[src/rtl/csa_cpa_pipe2.sv]
// rtl/csa_cpa_pipe2.sv - two-stage elastic carry-propagate adder resolving a CSA sum/carry pair
module csa_cpa_pipe2 #(
  parameter int W     = 14,
  parameter int SPLIT = 7
) (
  input  logic         clk,
  input  logic         rst_n,
  input  logic         in_valid,
  output logic         in_ready,
  input  logic [W:1]   S_in,
  input  logic [W:1]   C_in,
  output logic         out_valid,
  input  logic         out_ready,
  output logic [W+1:1] sum
);

  logic             s1_valid;
  logic             s2_valid;
  logic [SPLIT:1]   lo_sum;
  logic             c_split;
  logic [W:SPLIT+1] s_hi;
  logic [W:SPLIT+1] c_hi;

  logic             accept;
  logic             s2_adv;
  logic [SPLIT:0]   lo_full;
  logic [W-SPLIT:0] hi_full;

  // in_ready depends only on registered state and out_ready, never on in_valid
  assign s2_adv    = s1_valid && (!s2_valid || out_ready);
  assign in_ready  = !s1_valid || s2_adv;
  assign accept    = in_valid && in_ready;
  assign out_valid = s2_valid;

  assign lo_full = {1'b0, S_in[SPLIT:1]} + {1'b0, C_in[SPLIT:1]};
  assign hi_full = {1'b0, s_hi} + {1'b0, c_hi} + {{(W-SPLIT){1'b0}}, c_split};

  always_ff @(posedge clk or negedge rst_n) begin
    if (!rst_n) begin
      s1_valid <= 1'b0;
      lo_sum   <= '0;
      c_split  <= 1'b0;
      s_hi     <= '0;
      c_hi     <= '0;
    end else begin
      if (accept) begin
        lo_sum   <= lo_full[SPLIT-1:0];
        c_split  <= lo_full[SPLIT];
        s_hi     <= S_in[W:SPLIT+1];
        c_hi     <= C_in[W:SPLIT+1];
        s1_valid <= 1'b1;
      end else if (s2_adv) begin
        s1_valid <= 1'b0;
      end
    end
  end

  // sum is only written on advance, so it holds while the consumer stalls
  always_ff @(posedge clk or negedge rst_n) begin
    if (!rst_n) begin
      s2_valid <= 1'b0;
      sum      <= '0;
    end else begin
      if (s2_adv) begin
        sum      <= {hi_full, lo_sum};
        s2_valid <= 1'b1;
      end else if (out_ready) begin
        s2_valid <= 1'b0;
      end
    end
  end

endmodule

[config.mk]
export PLATFORM = sky130hd
export DESIGN_NAME = csa_cpa_pipe2
export DESIGN_NICKNAME = d
export VERILOG_FILES = /design/src/rtl/csa_cpa_pipe2.sv
export SDC_FILE = /design/constraint.sdc
export NUM_CORES = 1
export LEC_CHECK = 0
export ABC_CLOCK_PERIOD_IN_PS = 2300
export BUFFER_PORTS_ARGS = -buffer_cell sky130_fd_sc_hd__buf_4
export CAP_MARGIN = 20
export CORE_MARGIN = 2
export CORE_UTILIZATION = 53
export DETAILED_ROUTE_END_ITERATION = 16
export GPL_ROUTABILITY_DRIVEN = 0
export PLACE_DENSITY_LB_ADDON = 0.05
export SYNTH_ARGS = -nofsm -noshare
export SYNTH_HDL_FRONTEND = slang
export SYNTH_SLANG_ARGS = --single-unit
[constraint.sdc]
create_clock -name clk -period 2.3 [get_ports clk]
set_clock_uncertainty 0.05 [all_clocks]
set_input_delay 0 -clock clk [delete_from_list [all_inputs] [get_ports clk]]
set_output_delay 0 -clock clk [all_outputs]
set_load 0.01 [all_outputs]
==> impl_metrics.tcl, run 1 <==
set metrics [dict create \
    status "completed" \
    setup_tns_ns 0 \
    cap_violations 0 \
    drtAntennaViolNets 0 \
    post_dp_cell_area_um2 2465 \
    ios 49 \
    routed_wl_um 4431 \
    clk_pin_slew_ns 0.07 \
    rrSetupSlack_ns 0.11 \
    power.total_uw 2110 \
    num_antenna_cells 0 \
    hold_violations 0 \
    critPathLaunch "c_split$_DFFE_PN0P_" \
    use_met2_pct 39.50 \
    dieArea_um2 4393 \
    finalCriticalPeriod_ns 2.194 \
    slew_viol_final 0 \
    rows 22 \
    critPathCapture "sum[14]$_DFFE_PN0P_" \
    pre_cts_ws_ns 0.1169 \
    yosysWarnings 0 \
    relSlewSlack_pct 65.35 \
    antenna_found_initial 0 \
    grtUsageTotal_pct 22.47 \
    vdd_ir_drop_max_v 0.0004926 \
    synth.avg_cell_area_um2 10.03 \
    design_area_um2 2726 \
    layout_common_cells "50 x nand2_1, 50 x buf_4, 39 x dfrtp_1" \
    syn_area_um2 2056 \
    holdPathStages 3 \
    crit_path_end_kind "flop" \
    cp.arrival_ns 2.38 \
    synth.distinct_cells 35 \
    reg2regPathDepth 7 \
    grt_setup_unrepaired "false" \
    synth_seq_cells 39 \
    dr.pass1.iters 4 \
    die_x_um 66.28 \
    clk_latency_ns 0.30 \
    worst_slack_ns 0.1058 \
    route.detailed.drc 0 \
    fillers 283 \
    numCtsBuffers 5 \
    core_um2 3689 \
    grt_pass1_wl_um 7279 \
    grt_start_max_net_pins 40 \
    cts_tree "done" \
    grt_overflow 0 \
    drive_gt1_share_pct 25.45 \
    root_buffer "clkbuf_8" \
    worst_pin_slew_ns 0.5198 \
    grt.busiest_layer "met2" \
    port_buffers 48 \
    drt_iter0_drc 109 \
    grt_pass1_vias 1674 \
    clock-sinks 39 \
    start_util_pct 55.73 \
    startpoint_type "flop" \
    hpwl_um 3110 \
    die_h_um 66.28 \
    crit_required_ns 2.48 \
    postCtsSetupBuffers 0 \
    min-delay-start "out_ready" \
    power_density_nw_per_um2 774.0 \
    critical_path_class "flop to flop" \
    leakagePower_uw 0.001366 \
    fmax_ghz 0.4557 \
    cp_max_fo 3 \
    holdWs_ns 0.03553 \
    area_delta_synth_final_pct 32.62 \
    viasPerCell 5.291 \
    fin_nets 322 \
    seq_area_frac_synth_pct 47.47 \
    vias 1709 \
    fin_crit_sh_pct 95.40 \
    h-tree-depth 2 \
    r2r_end "sum[14]$_DFFE_PN0P_" \
    setup_violations 0 \
    clk_path_buf_depth 2 \
    synth_fp_nets 253 \
    synthCells 205 \
    reg2reg_from "c_split$_DFFE_PN0P_" \
    routedWlPerCell_um 13.72 \
    met1_usage_pct 26.25 \
    hold_class "primary input to flop" \
    use_met3_pct 5.622 \
]
worst max-delay path, stage by stage, from the launching register on:
cell and delay, ns:
dfrtp_1 0.40, fa_1 0.48, inv_1 0.09, fa_1 0.24, nor2b_4 0.05, o31a_1 0.26, or4_1 0.47, nand3_1 0.09
cells in the mapped netlist, drive strengths merged:
library cell | n | share of area [%]
nand2 | 50 | 9.1
dfrtp | 39 | 47
o21ai | 15 | 3.7
ha | 13 | 7.9
inv | 9 | 1.6
mux2 | 7 | 3.8
nor2 | 7 | 1.3
a211oi | 4 | 1.5
a21o | 4 | 1.5
a21oi | 4 | 0.97
and2 | 4 | 1.2
buf | 4 | 0.91
nand2b | 4 | 1.2
xor2 | 4 | 1.7
fa | 3 | 2.9
nand3b | 3 | 1.3
nand4 | 3 | 0.91
a211o | 2 | 0.85
a31o | 2 | 0.85
clkbuf | 2 | 0.37
nand3 | 2 | 0.49
nor2b | 2 | 1.3
o2111ai | 2 | 0.85
o211ai | 2 | 0.73
o21a | 2 | 0.73
o21bai | 2 | 0.73
o22ai | 2 | 0.61
o31a | 2 | 0.85
or4 | 2 | 0.73
a21bo | 1 | 0.49
o211a | 1 | 0.49
o311a | 1 | 0.49
or2b | 1 | 0.43
state kept, by name, indices dropped and copies added (netlist names):
name	flops
sum	15
c_hi	7
lo_sum	7
s_hi	7
c_split	1
out_valid	1
s1_valid	1
how the worst min path moves through the flow:
stage	slack (ns)	end
CTS	0.03	s1_valid$_DFFE_PN0P_
detailed placement	-0.05	sum[10]$_DFFE_PN0P_
global route	0.06	s1_valid$_DFFE_PN0P_
finish	0.04	s1_valid$_DFFE_PN0P_
global placement	-0.05	sum[10]$_DFFE_PN0P_
floorplan	-0.35	c_hi[10]$_DFFE_PN0P_
layout make-up:
type,instances,area (um^2),share of cell area [%]
Multi-Input combinational cell,151,1020,37.40
Sequential cell,39,975.9,35.80
Timing Repair Buffer,68,555.5,20.38
Clock buffer,7,76.32,2.799
Tap cell,48,60.06,2.203
Inverter,9,33.78,1.239
Clock inverter,1,5.005,0.1836
power by group:
group          switching (uW)  total (uW)  internal (uW)  leakage, uW
Combinational             343         734            391     0.000852
Clock                     234         446            213    0.0000422
Sequential               86.3         930            844     0.000472
Total                     663        2110           1450      0.00137
timing repair:
action | CTS | global route
endpoints found under the hold margin | 55 | 0
hold buffers | 18 | 0
gates resized for setup | 0 | 0
cells by family after synthesis:
group,after synthesis,synth area share [%]
xor+xnor,4,1.704
compound gates,46,15.22
simple gates,78,18.02
fa+ha+maj,16,10.83
mux,7,3.835
buf+inv,15,2.921
flops,39,47.47
stage by stage:
stage,util (%),cells
floorplan,-,205
global placement,66.83,297
detailed placement,66.83,297
CTS,73.91,323
global route,73.91,323
finish,73.91,323
layer usage:
layer | share of wire, % | vias to the layer above | wire, um
li1 | - | 846 | -
met1 | 43 | 817 | 1908
met2 | 51 | 36 | 2249
met3 | 4.1 | 10 | 182
met4 | 2.0 | 0 | 90
met5 | 0 | - | 0
(Power assumes the default switching activity.)
==> inputs of run 2 (changes only) <==
CORE_ASPECT_RATIO = 1.4   (was unset)
==> run 2 against run 1 <==
- critical path depth did not move
- setup slack worse by 0.019 ns
- maximum frequency is 0.88% lower
- die area up 0.16%
- sequential share of layout area increased by 0.099 points
- non-clock buffer count did not move
- utilization hardly changed
==> impl_metrics.tcl, run 2 (synthesis gave the netlist of run 1 again) <==
set metrics [dict create \
    numCtsBuffers 5 \
    ios 49 \
    cap_violations 0 \
    crit_path_end_kind "flop" \
    worst_slack_ns 0.08636 \
    grt_start_max_net_pins 40 \
    hpwl_um 3156 \
    layout_common_cells "50 x nand2_1, 50 x buf_4, 39 x dfrtp_1" \
    root_buffer "clkbuf_8" \
    viasPerCell 5.382 \
    clock-sinks 39 \
    area_delta_synth_final_pct 32.26 \
    dieArea_um2 4400 \
    cp_max_fo 3 \
    leakagePower_uw 0.001366 \
    die_h_um 77.69 \
    grt_pass1_wl_um 7396 \
    hold_violations 0 \
    hold_class "primary input to flop" \
    setup_violations 0 \
    port_buffers 48 \
    clk_pin_slew_ns 0.07 \
    clkPwrFrac_pct 20.7 \
    grt_pass1_vias 1736 \
    num_antenna_cells 0 \
    drive_gt1_share_pct 25.45 \
    core_um2 3676 \
    antenna_found_initial 0 \
    startpoint_type "flop" \
    fin_nets 322 \
    vias 1706 \
    post_dp_cell_area_um2 2457 \
    design_area_um2 2719 \
    worst_pin_slew_ns 0.4967 \
    power_density_nw_per_um2 770.9 \
    setup_tns_ns 0 \
    cp.arrival_ns 2.40 \
    start_util_pct 55.92 \
    status "completed" \
    combPwrFrac_pct 34.8 \
    clk_path_buf_depth 2 \
    grt_overflow 0 \
    largest_reg_flops 15 \
    crit_required_ns 2.48 \
    relSlewSlack_pct 66.89 \
    routed_wl_um 4296 \
    postCtsSetupBuffers 0 \
    post-route-util_pct 73.96 \
    grtUsageTotal_pct 21.52 \
    fin_crit_sh_pct 96.25 \
    clk_latency_ns 0.29 \
    pre_cts_ws_ns 0.1148 \
    p_sw_share_pct 30.98 \
    routedWlPerCell_um 13.55 \
    p_int_uw 1447 \
    h-tree-depth 2 \
    drtAntennaViolNets 0 \
    rows 26 \
    instances_no_fill 317 \
    cts_tree "done" \
    pwr-share-seq_pct 44.5 \
    fmax_ghz 0.4517 \
    critical_path_class "flop to flop" \
    vdd_ir_drop_max_v 0.0005712 \
    die_x_um 56.64 \
    top_register "sum" \
    slew_viol_final 0 \
    grt_setup_unrepaired "false" \
    drt_iter0_drc 49 \
    fillers 287 \
    switchingPower_uw 649.3 \
    route.detailed.drc 0 \
    finalCriticalPeriod_ns 2.214 \
    cts_resized 0 \
    dp_cells 291 \
    dr.pass1.iters 4 \
]
run 2: cell counts in the layout (fill, tap and decap cells not counted):
No cell type changed its count.
run 2: critical path, stage by stage (launching register included):
cell and delay, ns:
dfrtp_1 0.40, fa_1 0.47, inv_1 0.09, fa_1 0.25
nor2b_4 0.06, o31a_1 0.27, or4_1 0.48, nand3_1 0.09
run 2: timing repair:
item                                   CTS  global route
hold buffers                            18             0
setup endpoints to repair                0             0
endpoints found under the hold margin   55             0
run 2: per-layer routing:
layer  track usage, %  up-vias  wire [um]
met5                0        -          0
met4            8.095        0         67
met3            4.667        6        166
met2            38.95       34       2308
met1            24.17      815       1754
li1                 -      851          -
run 2: path summary, 6_finish.rpt:
path	slack, ns	end	startpoint	depth (start not counted)
min	0.02	s1_valid$_DFFE_PN0P_	out_ready	3
min reg2reg	0.43	sum[12]$_DFFE_PN0P_	sum[12]$_DFFE_PN0P_	1
min in group asynchronous	0.16	sum[9]$_DFFE_PN0P_	rst_n	2
max	0.09	sum[14]$_DFFE_PN0P_	c_split$_DFFE_PN0P_	7
max reg2reg	0.09	sum[14]$_DFFE_PN0P_	c_split$_DFFE_PN0P_	7
max in group asynchronous	1.70	c_hi[11]$_DFFE_PN0P_	rst_n	2
run 2: power groups by stage:
stage | clock network [uW] | registers (uW) | logic [uW]
floorplan | 0 | 976 | 371
global placement | 0 | 941 | 694
detailed placement | 0 | 947 | 708
CTS | 444 | 933 | 735
global route | 470 | 952 | 805
finish | 434 | 932 | 730
run 2: area by class of cell:
type / count / area, um^2 / area share (%)
clock buffer: 7 / 76.32 / 2.807
timing repair buffer: 68 / 555.5 / 20.43
sequential: 39 / 975.9 / 35.90
clock inverter: 1 / 5.005 / 0.1841
inverter: 9 / 33.78 / 1.243
tap: 42 / 52.55 / 1.933
multi-input combinational: 151 / 1020 / 37.51
run 2: stage by stage:
| step | hold slack [ns] | total power, uW |
|---|---|---|
| after global placement | -0.05237 | 1635 |
| after CTS | 0.01492 | 2112 |
| after global routing | 0.03380 | 2227 |
| after floorplan | -0.3456 | 1347 |
| after detailed placement | -0.05197 | 1655 |
| final | 0.01563 | 2096 |
==> inputs of run 3 (changes only) <==
--- a/config.mk
+++ b/config.mk
@@ -9,7 +9,9 @@
 export BUFFER_PORTS_ARGS = -buffer_cell sky130_fd_sc_hd__buf_4
 export CAP_MARGIN = 20
+export CELL_PAD_IN_SITES_DETAIL_PLACEMENT = 0
+export CELL_PAD_IN_SITES_GLOBAL_PLACEMENT = 1
 export CORE_ASPECT_RATIO = 1.4
 export CORE_MARGIN = 2
-export CORE_UTILIZATION = 53
+export CORE_UTILIZATION = 40
 export DETAILED_ROUTE_END_ITERATION = 16
 export GPL_ROUTABILITY_DRIVEN = 0
--- a/constraint.sdc
+++ b/constraint.sdc
@@ -3,3 +3,3 @@
 set_input_delay 0 -clock clk [delete_from_list [all_inputs] [get_ports clk]]
 set_output_delay 0 -clock clk [all_outputs]
-set_load 0.01 [all_outputs]
+set_load 0.005 [all_outputs]
==> run 3 against run 2 <==
- maximum frequency increased by 4.9%
- utilization decreased by 17 points
- wire length increased by 4.3%
==> impl_metrics.tcl, run 3 (synthesis gave the netlist of run 1 again) <==
set metrics [dict create \
    core_um2 4917 \
    cap_violations 0 \
    power_density_nw_per_um2 764.2 \
    die_h_um 88.83 \
    viasPerCell 4.906 \
    grt_pass1_vias 1686 \
    slew_viol_final 0 \
    top_register "sum" \
    crit_path_end_kind "flop" \
    cp_max_fo 3 \
    rows 30 \
    dr.pass1.iters 4 \
    cp.arrival_ns 2.28 \
    grt_start_max_net_pins 40 \
    status "completed" \
    antenna_found_initial 0 \
    drive_gt1_share_pct 26.81 \
    numCtsBuffers 5 \
    area_delta_synth_final_pct 35.12 \
    dieArea_um2 5737 \
    route.detailed.drc 0 \
    grt_overflow 0 \
    postCtsSetupBuffers 0 \
    crit_path_top_delay_cell "or4_1" \
    relSlewSlack_pct 66.25 \
    cp_common_cell "fa_2" \
    finalCriticalPeriod_ns 2.109 \
    clk_pin_slew_ns 0.07 \
    critPathCapture "sum[14]$_DFFE_PN0P_" \
    die_x_um 64.59 \
    clk_latency_ns 0.29 \
    path_cells "fa_2 -> inv_1 -> fa_2 -> nor2b_4 -> o31a_1 -> or4_1 -> nand3_1" \
    grtUsageTotal_pct 17.68 \
    vias 1668 \
    ios 49 \
    root_buffer "clkbuf_8" \
    routedWlPerCell_um 13.18 \
    rrSetupSlack_ns 0.19 \
    critical_path_class "flop to flop" \
    largest_reg_flops 15 \
    hold_violations 0 \
    fmax_ghz 0.4741 \
    h-tree-depth 2 \
    critPathLaunch "c_split$_DFFE_PN0P_" \
    slowest_delay_ns 0.47 \
    num_antenna_cells 0 \
    r2r_end "sum[14]$_DFFE_PN0P_" \
    clock-sinks 39 \
    worst_pin_slew_ns 0.5062 \
    design_area_um2 2778 \
    layout_common_cells "51 x buf_4, 50 x nand2_1, 39 x dfrtp_1" \
    final_common_cell "buf_4" \
    clk_path_buf_depth 2 \
    routed_wl_um 4480 \
    setup_violations 0 \
    reg2regPathDepth 7 \
    grt_setup_unrepaired "false" \
    leakagePower_uw 0.001378 \
    start_util_pct 41.81 \
    reg2reg_from "c_split$_DFFE_PN0P_" \
    fin_crit_sh_pct 91.71 \
    setup_tns_ns 0 \
    cts_tree "done" \
    post_dp_cell_area_um2 2492 \
    startpoint_type "flop" \
    hpwl_um 3303 \
    port_buffers 48 \
    drtAntennaViolNets 0 \
    hold_class "primary input to flop" \
    drt_iter0_drc 44 \
    vdd_ir_drop_max_v 0.0004384 \
    crit_required_ns 2.48 \
    fin_nets 323 \
    grt_pass1_wl_um 7700 \
]
==> run 3: cell types whose count changed in the layout (fill, tap and decap cells not counted), sizes merged <==
cell | previous run | this run
clkinv | 1 | 0
clkbuf | 7 | 8
buf | 50 | 51
==> run 3: layout make-up <==
cell class	instances	area (um^2)
Multi-Input combinational cell	151	1025
Tap cell	64	80.08
Clock buffer	8	100.1
Inverter	9	33.78
Fill cell	473	2140
Timing Repair Buffer	69	563.0
Sequential cell	39	975.9
==> run 3: per-layer routing <==
layer | share of wire [%] | up-vias | GRT usage [%] | routed length (um)
met4 | 1.5 | 0 | 6.190 | 65
met1 | 42 | 776 | 19.92 | 1865
met5 | 0 | - | 0 | 0
met2 | 53 | 33 | 32.86 | 2376
met3 | 3.8 | 5 | 3.817 | 172
li1 | - | 854 | - | -
==> run 3: through the flow <==
stage	util (%)	setup WS, ns	hold WS (ns)	cells	total power, uW
finish	56.49	0.1906	0.02266	340	2123
global route	56.49	0.05858	0.02181	340	2293
CTS	56.39	0.09642	0.01492	340	2157
detailed placement	50.69	0.1110	-0.04038	314	1619
global placement	50.69	0.1443	-0.04247	314	1615
floorplan	-	0.2085	-0.3456	205	1309
==> run 3: timing repair <==
item,4_1_cts,5_1_grt
endpoints found under the hold margin,55,0
gates resized for setup,0,2
setup endpoints to repair,0,1
hold buffers,18,0
==> run 3: worst min path at each step <==
stage,start,to,slack [ns],depth (start not counted)
after floorplan,rst_n,c_hi[10]$_DFFE_PN0P_,-0.35,0
after global placement,rst_n,sum[11]$_DFFE_PN0P_,-0.04,1
after detailed placement,rst_n,sum[11]$_DFFE_PN0P_,-0.04,1
after CTS,out_ready,s1_valid$_DFFE_PN0P_,0.01,3
after global routing,out_ready,s1_valid$_DFFE_PN0P_,0.02,3
final,out_ready,s1_valid$_DFFE_PN0P_,0.02,3
==> run 3: worst max-delay path: cells and delay by family, from the launching register on <==
kind                     cells  cell delay [ns]
AO/OA/AOI/OAI                1             0.26
flip-flops                   1             0.41
AND/OR/NAND/NOR              3             0.61
adder cells (fa/ha/maj)      2             0.65
buffers and inverters        1             0.08
==> run 3: power by group <==
part	switching, uW	internal, uW
logic	298	391
clock network	228	274
registers	88.6	844
total	615	1510
